--- config.mk ---
export PLATFORM = sky130hd
export DESIGN_NAME = mem_bus_arbiter
export DESIGN_NICKNAME = d
export VERILOG_FILES = /design/src/rtl/mem_arb_pkg.sv /design/src/rtl/mem_bus_arbiter_rr.sv /design/src/rtl/mem_bus_arbiter.sv
export SDC_FILE = /design/constraint.sdc
export NUM_CORES = 1
export LEC_CHECK = 0
export BUFFER_PORTS_ARGS = -buffer_cell sky130_fd_sc_hd__buf_2
export CORE_AREA = 2 2 126 128
export DETAILED_ROUTE_END_ITERATION = 10
export DIE_AREA = 0 0 128 130
export HOLD_SLACK_MARGIN = 0.06
export MAX_ROUTING_LAYER = met4
export PLACE_DENSITY = 0.72
export SLEW_MARGIN = 10
export SYNTH_ARGS = -nofsm -noshare
export SYNTH_HDL_FRONTEND = slang
export SYNTH_SLANG_ARGS = --single-unit
export TNS_END_PERCENT = 20
--- constraint.sdc ---
create_clock -name clk -period 2.97 [get_ports clk]
set_input_delay 0 -clock clk [delete_from_list [all_inputs] [get_ports clk]]
set_output_delay 0 -clock clk [all_outputs]
set_load 0.05 [all_outputs]
--- src/rtl/mem_arb_pkg.sv ---
// Shared types, constants and address mapping for the memory bus arbiter.
package mem_arb_pkg;

  localparam int unsigned DATA_W = 32;
  localparam int unsigned ADDR_W = 32;

  localparam logic [0:0] ST_IDLE = 1'b0;
  localparam logic [0:0] ST_RESP = 1'b1;

  typedef logic port_idx_t;

  localparam logic [ADDR_W-1:0] DEF_PRINT_ADR_0 = 32'h8000_0064;
  localparam logic [ADDR_W-1:0] DEF_PRINT_ADR_1 = 32'h8000_0000;

  // Folds a byte address onto the memory: bit 31 lands on the top memory bit,
  // bits between it and the low field alias away.
  function automatic logic [ADDR_W-1:0] map_mem_adr(input logic [ADDR_W-1:0] addr,
                                                    input int unsigned adr_len);
    logic [ADDR_W-1:0] res;
    res = '0;
    for (int unsigned i = 0; i < ADDR_W - 1; i++) begin
      if (i < adr_len - 1) res[5'(i)] = addr[5'(i)];
    end
    res[5'(adr_len - 1)] = addr[ADDR_W-1];
    return res;
  endfunction

endpackage

--- src/rtl/mem_bus_arbiter_rr.sv ---
// Combinational two-way round-robin pick; rr_ptr breaks ties.
module rr_arbiter2
  import mem_arb_pkg::*;
(
  input  logic [1:0] req,
  input  port_idx_t  rr_ptr,
  output logic [1:0] grant,
  output port_idx_t  winner
);

  always_comb begin
    grant  = 2'b00;
    winner = 1'b0;
    case (req)
      2'b01: begin
        grant  = 2'b01;
        winner = 1'b0;
      end
      2'b10: begin
        grant  = 2'b10;
        winner = 1'b1;
      end
      2'b11: begin
        winner = rr_ptr;
        grant  = rr_ptr ? 2'b10 : 2'b01;
      end
      default: begin
        grant  = 2'b00;
        winner = 1'b0;
      end
    endcase
  end

endmodule

--- src/rtl/mem_bus_arbiter.sv ---
// Two-port arbiter for the single-port data memory with print MMIO capture.
module mem_bus_arbiter
  import mem_arb_pkg::*;
#(
  parameter int unsigned       ADR_LEN     = 20,
  parameter logic [ADDR_W-1:0] PRINT_ADR_0 = DEF_PRINT_ADR_0,
  parameter logic [ADDR_W-1:0] PRINT_ADR_1 = DEF_PRINT_ADR_1
) (
  input  logic                clk,
  input  logic                rst_n,
  input  logic                m0_req,
  input  logic                m0_we,
  input  logic [ADDR_W-1:0]   m0_addr,
  input  logic [DATA_W-1:0]   m0_wdata,
  output logic                m0_gnt,
  output logic                m0_rvalid,
  output logic [DATA_W-1:0]   m0_rdata,
  input  logic                m1_req,
  input  logic                m1_we,
  input  logic [ADDR_W-1:0]   m1_addr,
  input  logic [DATA_W-1:0]   m1_wdata,
  output logic                m1_gnt,
  output logic                m1_rvalid,
  output logic [DATA_W-1:0]   m1_rdata,
  output logic                mem_en,
  output logic                mem_wen,
  output logic [ADR_LEN-1:0]  mem_adr,
  output logic [DATA_W-1:0]   mem_wdata,
  input  logic [DATA_W-1:0]   mem_rdata,
  output logic [DATA_W-1:0]   disp_data,
  output logic                disp_strobe
);

  logic [0:0]        state;
  logic [0:0]        state_nxt;
  port_idx_t         rr_ptr;
  logic              mmio_q;
  logic [1:0]        rvalid_q;
  logic [DATA_W-1:0] hold0;
  logic [DATA_W-1:0] hold1;
  logic [DATA_W-1:0] disp_q;
  logic              strobe_q;

  logic [1:0]        arb_grant;
  port_idx_t         winner;
  logic              take;
  logic              sel_we;
  logic [ADDR_W-1:0] sel_addr;
  logic [DATA_W-1:0] sel_wdata;
  logic              is_print;
  logic [DATA_W-1:0] resp_src;

  rr_arbiter2 u_arb (
    .req    ({m1_req, m0_req}),
    .rr_ptr (rr_ptr),
    .grant  (arb_grant),
    .winner (winner)
  );

  // Next state, grant and memory-side strobes; grants are withheld in reset and RESP.
  always_comb begin
    state_nxt = state;
    sel_we    = winner ? m1_we    : m0_we;
    sel_addr  = winner ? m1_addr  : m0_addr;
    sel_wdata = winner ? m1_wdata : m0_wdata;
    is_print  = (sel_addr == PRINT_ADR_0) || (sel_addr == PRINT_ADR_1);
    take      = (state == ST_IDLE) && rst_n && (arb_grant != 2'b00);
    m0_gnt    = take & arb_grant[0];
    m1_gnt    = take & arb_grant[1];
    mem_en    = take & ~is_print;
    mem_wen   = take & sel_we & ~is_print;
    mem_adr   = take ? ADR_LEN'(map_mem_adr(sel_addr, ADR_LEN)) : '0;
    mem_wdata = take ? sel_wdata : '0;
    if (state == ST_RESP) begin
      state_nxt = ST_IDLE;
    end else if (take && !sel_we) begin
      state_nxt = ST_RESP;
    end
  end

  // Response data is live during RESP and held afterwards until the next response.
  always_comb begin
    resp_src = mmio_q ? disp_q : mem_rdata;
    m0_rdata = rvalid_q[0] ? resp_src : hold0;
    m1_rdata = rvalid_q[1] ? resp_src : hold1;
  end

  assign m0_rvalid   = rvalid_q[0];
  assign m1_rvalid   = rvalid_q[1];
  assign disp_data   = disp_q;
  assign disp_strobe = strobe_q;

  always_ff @(posedge clk or negedge rst_n) begin
    if (!rst_n) begin
      state    <= ST_IDLE;
      rr_ptr   <= 1'b0;
      mmio_q   <= 1'b0;
      rvalid_q <= 2'b00;
      hold0    <= '0;
      hold1    <= '0;
      disp_q   <= '0;
      strobe_q <= 1'b0;
    end else begin
      state    <= state_nxt;
      rvalid_q <= 2'b00;
      strobe_q <= 1'b0;
      if (take) begin
        rr_ptr <= ~winner;
      end
      if (take && !sel_we) begin
        mmio_q           <= is_print;
        rvalid_q[winner] <= 1'b1;
      end
      if (take && sel_we && is_print) begin
        disp_q   <= sel_wdata;
        strobe_q <= 1'b1;
      end
      if (rvalid_q[0]) hold0 <= resp_src;
      if (rvalid_q[1]) hold1 <= resp_src;
    end
  end

endmodule

# Word level (Yosys, flattened, before mapping)
# Cells that the tools add are included.
[word_totals]
inputBits = 166
ff_bits = 102
output_inout_bits = 155
wordCells = 49
[classes]
magnitude_cmp = 2
bitwise = 8
n_eq_ne = 5
muxes = 17
reduce_logical = 9
[ops]
columns = ["op", "n"]
rows = [
  ["two-way mux 32 bit", 6],
  ["equality test 32 bit (second input constant)", 2],
  ["two-way mux 20 bit", 1],
  ["logical AND 1 bit", 6],
  ["one-hot mux 2 bit (3 select lines)", 1],
  ["bitwise AND 1 bit", 5],
  ["two-way mux 1 bit", 5],
  ["equality test 2 bit (second input constant)", 2],
  ["two-way mux 2 bit", 2],
  ["NOT 1 bit", 3],
  ["equality test 2 x 1 -> 1 bit (second input constant)", 1],
  ["< comparator 1 x 2 -> 1 bit (second input constant)", 1],
  ["one-hot mux 1 bit (2 select lines)", 1],
  ["nonzero test 2 bit", 1],
  ["demux 1 bit (select 1 bit)", 1],
  [">= comparator 1 bit (second input constant)", 1],
  ["logical NOT 1 bit", 1],
  ["logical OR 1 bit", 1],
]

# Logic depth before layout (Yosys ltp)
[depth]
depth_word = 7
ltp_mapped = 7
depth_no_buf = 5

# Hierarchy
# Synthesis repeated with hierarchy kept, for this count alone.
[hier_totals]
hier_cells = 525
hier_area_um2 = 5076.1
[by_module_without_submodules]
columns = ["mod", "n_inst", "area_per_inst_um2", "seq_area_each_um2", "cells_each"]
rows = [
  ["mem_bus_arbiter", 1, 5049.8, 2552.4, 521],
  ["rr_arbiter2", 1, 26.3, 0.0, 4],
]

# Least setup slack after synthesis
# No wires, ideal clock.
[synth_path]
path_type = "flip-flop to flip-flop"
start = "register rvalid_q[0]"
end = "register hold0[13]"
period_less_slack_ps = 2300
setup_time_ps = 214
path_stages_with_launch = 5
setup_slack_ps = 670
required_ps = 2756
path_buffers = 2
t_arrival_ps = 2085
cell_sequence = "dfrtp_1 -> clkbuf_1 -> buf_1 -> nor2_1 -> a21oi_1"
[synth_between]
elab_chain_cells = 1
[synth_rtl]
columns = ["item", "line", "rtl"]
rows = [
  ["from (decl)", "mem_bus_arbiter.sv:38", "logic [1:0] rvalid_q;"],
  ["from (signal assigned)", "mem_bus_arbiter.sv:98", "rvalid_q <= 2'b00;"],
  ["from (signal assigned)", "mem_bus_arbiter.sv:105", "rvalid_q <= 2'b00;"],
  ["from (signal, indexed assignment)", "mem_bus_arbiter.sv:112", "rvalid_q[winner] <= 1'b1;"],
  ["two-way mux 32 bit", "--", ""],
  ["net m0_rdata[13]", "mem_bus_arbiter.sv:17", "output logic [DATA_W-1:0] m0_rdata,"],
  ["to (signal assigned)", "mem_bus_arbiter.sv:118", "if (rvalid_q[0]) hold0 <= resp_src;"],
  ["to (decl)", "mem_bus_arbiter.sv:39", "logic [DATA_W-1:0] hold0;"],
]
# The timed path passes the listed nets, and every way through them passes these cells.
# A chain may end at the register's enable or synchronous reset.

# Worst setup path after layout
[layout_path]
start = "register rr_ptr"
end = "register disp_q[1] (netlist: disp_data[1])"
[layout_between]
elab_chain_cells = 6
elab_cells_between_ends = 13
cone_classes = "eq/ne: 2; mux: 6; reduce/logical: 5"
[layout_rtl]
columns = ["item", "line", "rtl"]
rows = [
  ["from (decl)", "mem_bus_arbiter.sv:36", "port_idx_t rr_ptr;"],
  ["from (signal assigned)", "mem_bus_arbiter.sv:108", "rr_ptr <= ~winner;"],
  ["parallel branches: the longest is 6 deep, another holds two-way mux 32 bit", "--", ""],
  ["to (signal assigned)", "mem_bus_arbiter.sv:115", "disp_q <= sel_wdata;"],
  ["to (decl)", "mem_bus_arbiter.sv:41", "logic [DATA_W-1:0] disp_q;"],
]
# Parallel ways; which one is timed is not known.

==> run_results.csv <==
group,metric,value,unit
timing,setup_viol_count_final,0,
timing,final-hold-violation-count,0,
finish,num-nets-final,1128,
timing,tightest_slew,685,ps
setup_path,critPathMaxFanout,55,
power,powerDensity,616,mW/mm2
clock_network,ctsHoldBuffers,95,
power,peakVddDrop,0.341,mV
synth,syn-num-nets,729,
synth,ys_seq_elements,102,
setup_path,worstSetupStartpointType,"register",
clock_network,clk_pin_slew,70,ps
setup_path,arrival,2730,ps
timing,skew,14.4,ps
clock_network,clock_latency,350,ps
finish,area_growth,61.0,%
synth,netlist.area_leader.share,50.9,%
setup_path,worstSetupPathType,"register to register",
setup_path,cp_cell_sequence,"nand2b_1 > and2_2 > buf_4 > nand4_1 > a211oi_4 > buf_12 > mux2_2",
synth,async_flop_share,100,%
timing,period_needed,2500,ps
grt,grt_pass1_vias,5521,
finish,fill_cells,1426,
clock_network,cts_tree,"done",
finish,num_antenna_cells,0,
synth,yosys-top-cells-area,"dfrtp_1 (51%), a21oi_1 (12%), nand2_1 (10%)",
placed_design,gp_congestion,0.821,
setup_path,slowest_delay,500,ps
synth,syn_avg_cell_area,8.91,um2
drt,vias_per_cell,4.84,
synth,yosys-top-cells-count,"nand2_1 (139), a21oi_1 (116), dfrtp_1 (102)",
clock_network,post_cts_buffers,0,
grt,grt_antenna_before_repair,0,
clock_network,cts_made_buffers,9,
timing,fin_crit_sh,84.3,%
placed_design,port_buffers,320,
timing,slew-limit-headroom,54.3,%
setup_path,slowest_stage,"buf_4",
floorplan,die_w,128,um
setup_path,crit_required,3190,ps
clock_network,cts_resized,0,
drt,ant_nets,0,
finish,multi_input_area,0.00231,mm2
finish,seq_area,0.00256,mm2
synth,ys_seq_area_share,50.9,%
synth,synth.largest_area_cell,"dfrtp_1",
floorplan,die_y,130,um
synth,syn_area,0.00502,mm2
finish,stdcell_count,1159,
grt,grt_pass1_wl,28.1,mm
drt,dr.pass1.iters,4,
floorplan,start_util,32.5,%
outcome,status,"finished clean",
timing,setup_ws,466,ps
floorplan,die_area,0.0166,mm2
placed_design,hpwl,13.0,mm
grt,grt-ovfl-total,0,
synth,ys_types,27,
timing,drv_slew,0,
clock_network,cts-htree-levels,3,
drt,drtIter0Drc,156,
synth,synth_most_common_cell,"nand2_1",
clock_network,cts.sinks,102,
drt,drc,0,
synth,ys_warn_count,0,
timing,rsz0062_at_grt,"no",
setup_path,crit_path_end_kind,"register",
finish,fin_util,52.4,%
worst_hold_path,hp-class,"input pin to register",
floorplan,core,0.0154,mm2
grt,grt_max_degree,61,
drt,routedWlPerCell,15.9,um
synth,synth_edf_count,0,
floorplan,rows,46,
timing,fmax,399,MHz
drt,vias,5610,
power,power.leakage,0.00422,uW
grt,track_usage,22.5,%
floorplan,ios,321,
placed_design,place_ws,465,ps
synth,synth_cells,563,
clock_network,clockRootBuffer,"clkbuf_16",
finish,layout-drive-gt1-share,37.1,%
job,maxCapViolations,0,
placed_design,dpl.cell_count,1048,
clock_network,cts.path.max_buffers,2,
timing,finalSetupTns,0,ps
synth,synthFlopType,"dfrtp_1",
drt,wirelength,18.4,mm
## flip-flops by register name, summed over array words and instances, names as in the netlist
signal,cells
rr_ptr,1
disp_strobe,1
hold0,32
disp_data,32
state,1
mmio_q,1
rvalid_q,2
hold1,32
## layer usage
metal,global-route usage [%],vias to the layer above,part of all wire [%],routed length [um]
li1,-,2716,-,-
met1,24.8,2605,39,7200
met2,41.1,251,53,9770
met3,3.98,38,5.5,1010
met4,7.43,0,2.4,446
met5,-,-,0,0
## final timing paths
kind / startpoint / end / slack [ps] / cells after the start
min in group asynchronous: rst_n / disp_data[24] / 350 / 3
worst min-delay path: mem_rdata[4] / hold1[4] / 80 / 3
worst max-delay path: rr_ptr / disp_data[1] / 470 / 7
max in group asynchronous: rst_n / disp_data[15] / 1490 / 4
worst min register to register: rr_ptr / rr_ptr / 480 / 1
worst max register to register: rr_ptr / disp_data[1] / 470 / 7
## critical path: cells and delay by family, from the launching register on
kind,cells,cell delay [ps]
buf+inv,2,760
simple gates,3,570
mux,1,370
flops,1,350
compound gates,1,310
## area by class of cell
class | count | area share, %
Timing Repair Buffer | 426 | 33.0
Multi-Input combinational cell | 423 | 28.7
Tap cell | 192 | 2.97
Sequential cell | 102 | 31.6
Clock buffer | 9 | 2.79
Clock inverter | 7 | 0.976
## cell families (layout without fill, tap and decap cells)
kind of cell           after synthesis  after routing  share of synthesized area (%)
AO/OA/AOI/OAI                      121            121                           12.7
buffers and inverters               38            442                           3.29
flip-flops                         102            102                           50.9
multiplexers                        66             66                           14.0
AND/OR/NAND/NOR                    236            236                           19.2
## metrics by stage
step	total power, uW	hold WS [ps]	instance area [um2]
5_1_grt	5210	86.8	8080
4_1_cts	5000	61.7	8080
6_report	4970	78.4	8080
3_3_place_gp	3630	178	6820
3_5_place_dp	3650	173	6820
2_1_floorplan	3110	-296	5020
## power breakdown
group	switching (uW)	leakage [uW]	internal (uW)	total (uW)
combinational	1560	0.00286	535	2090
clock	541	0.000144	664	1210
sequential	70.3	0.00121	1610	1680
total	2170	0.00422	2810	4970
## cell usage in the layout, fill, tap and decap left out
cell type / count
a2111oi_2: 1
a211oi_4: 1
a21o_1: 1
a21oi_1: 116
and2_2: 1
and3_1: 1
and4_1: 1
buf_12: 2
buf_2: 319
buf_4: 10
bufinv_16: 1
clkbuf_16: 9
clkinv_2: 1
clkinvlp_4: 2
dfrtp_1: 99
dfrtp_2: 3
dlygate4sd3_1: 95
inv_6: 2
inv_8: 1
mux2_1: 29
mux2_2: 4
mux2i_1: 33
nand2_1: 138
nand2_2: 1
nand2b_1: 1
nand3_1: 1
nand4_1: 2
nor2_1: 68
nor2b_1: 2
nor3_1: 5
nor4_1: 9
nor4b_1: 2
o211ai_1: 1
o21ai_4: 1
or3_1: 1
or4_1: 3
No activity file was read; power rests on OpenSTA's default activity.
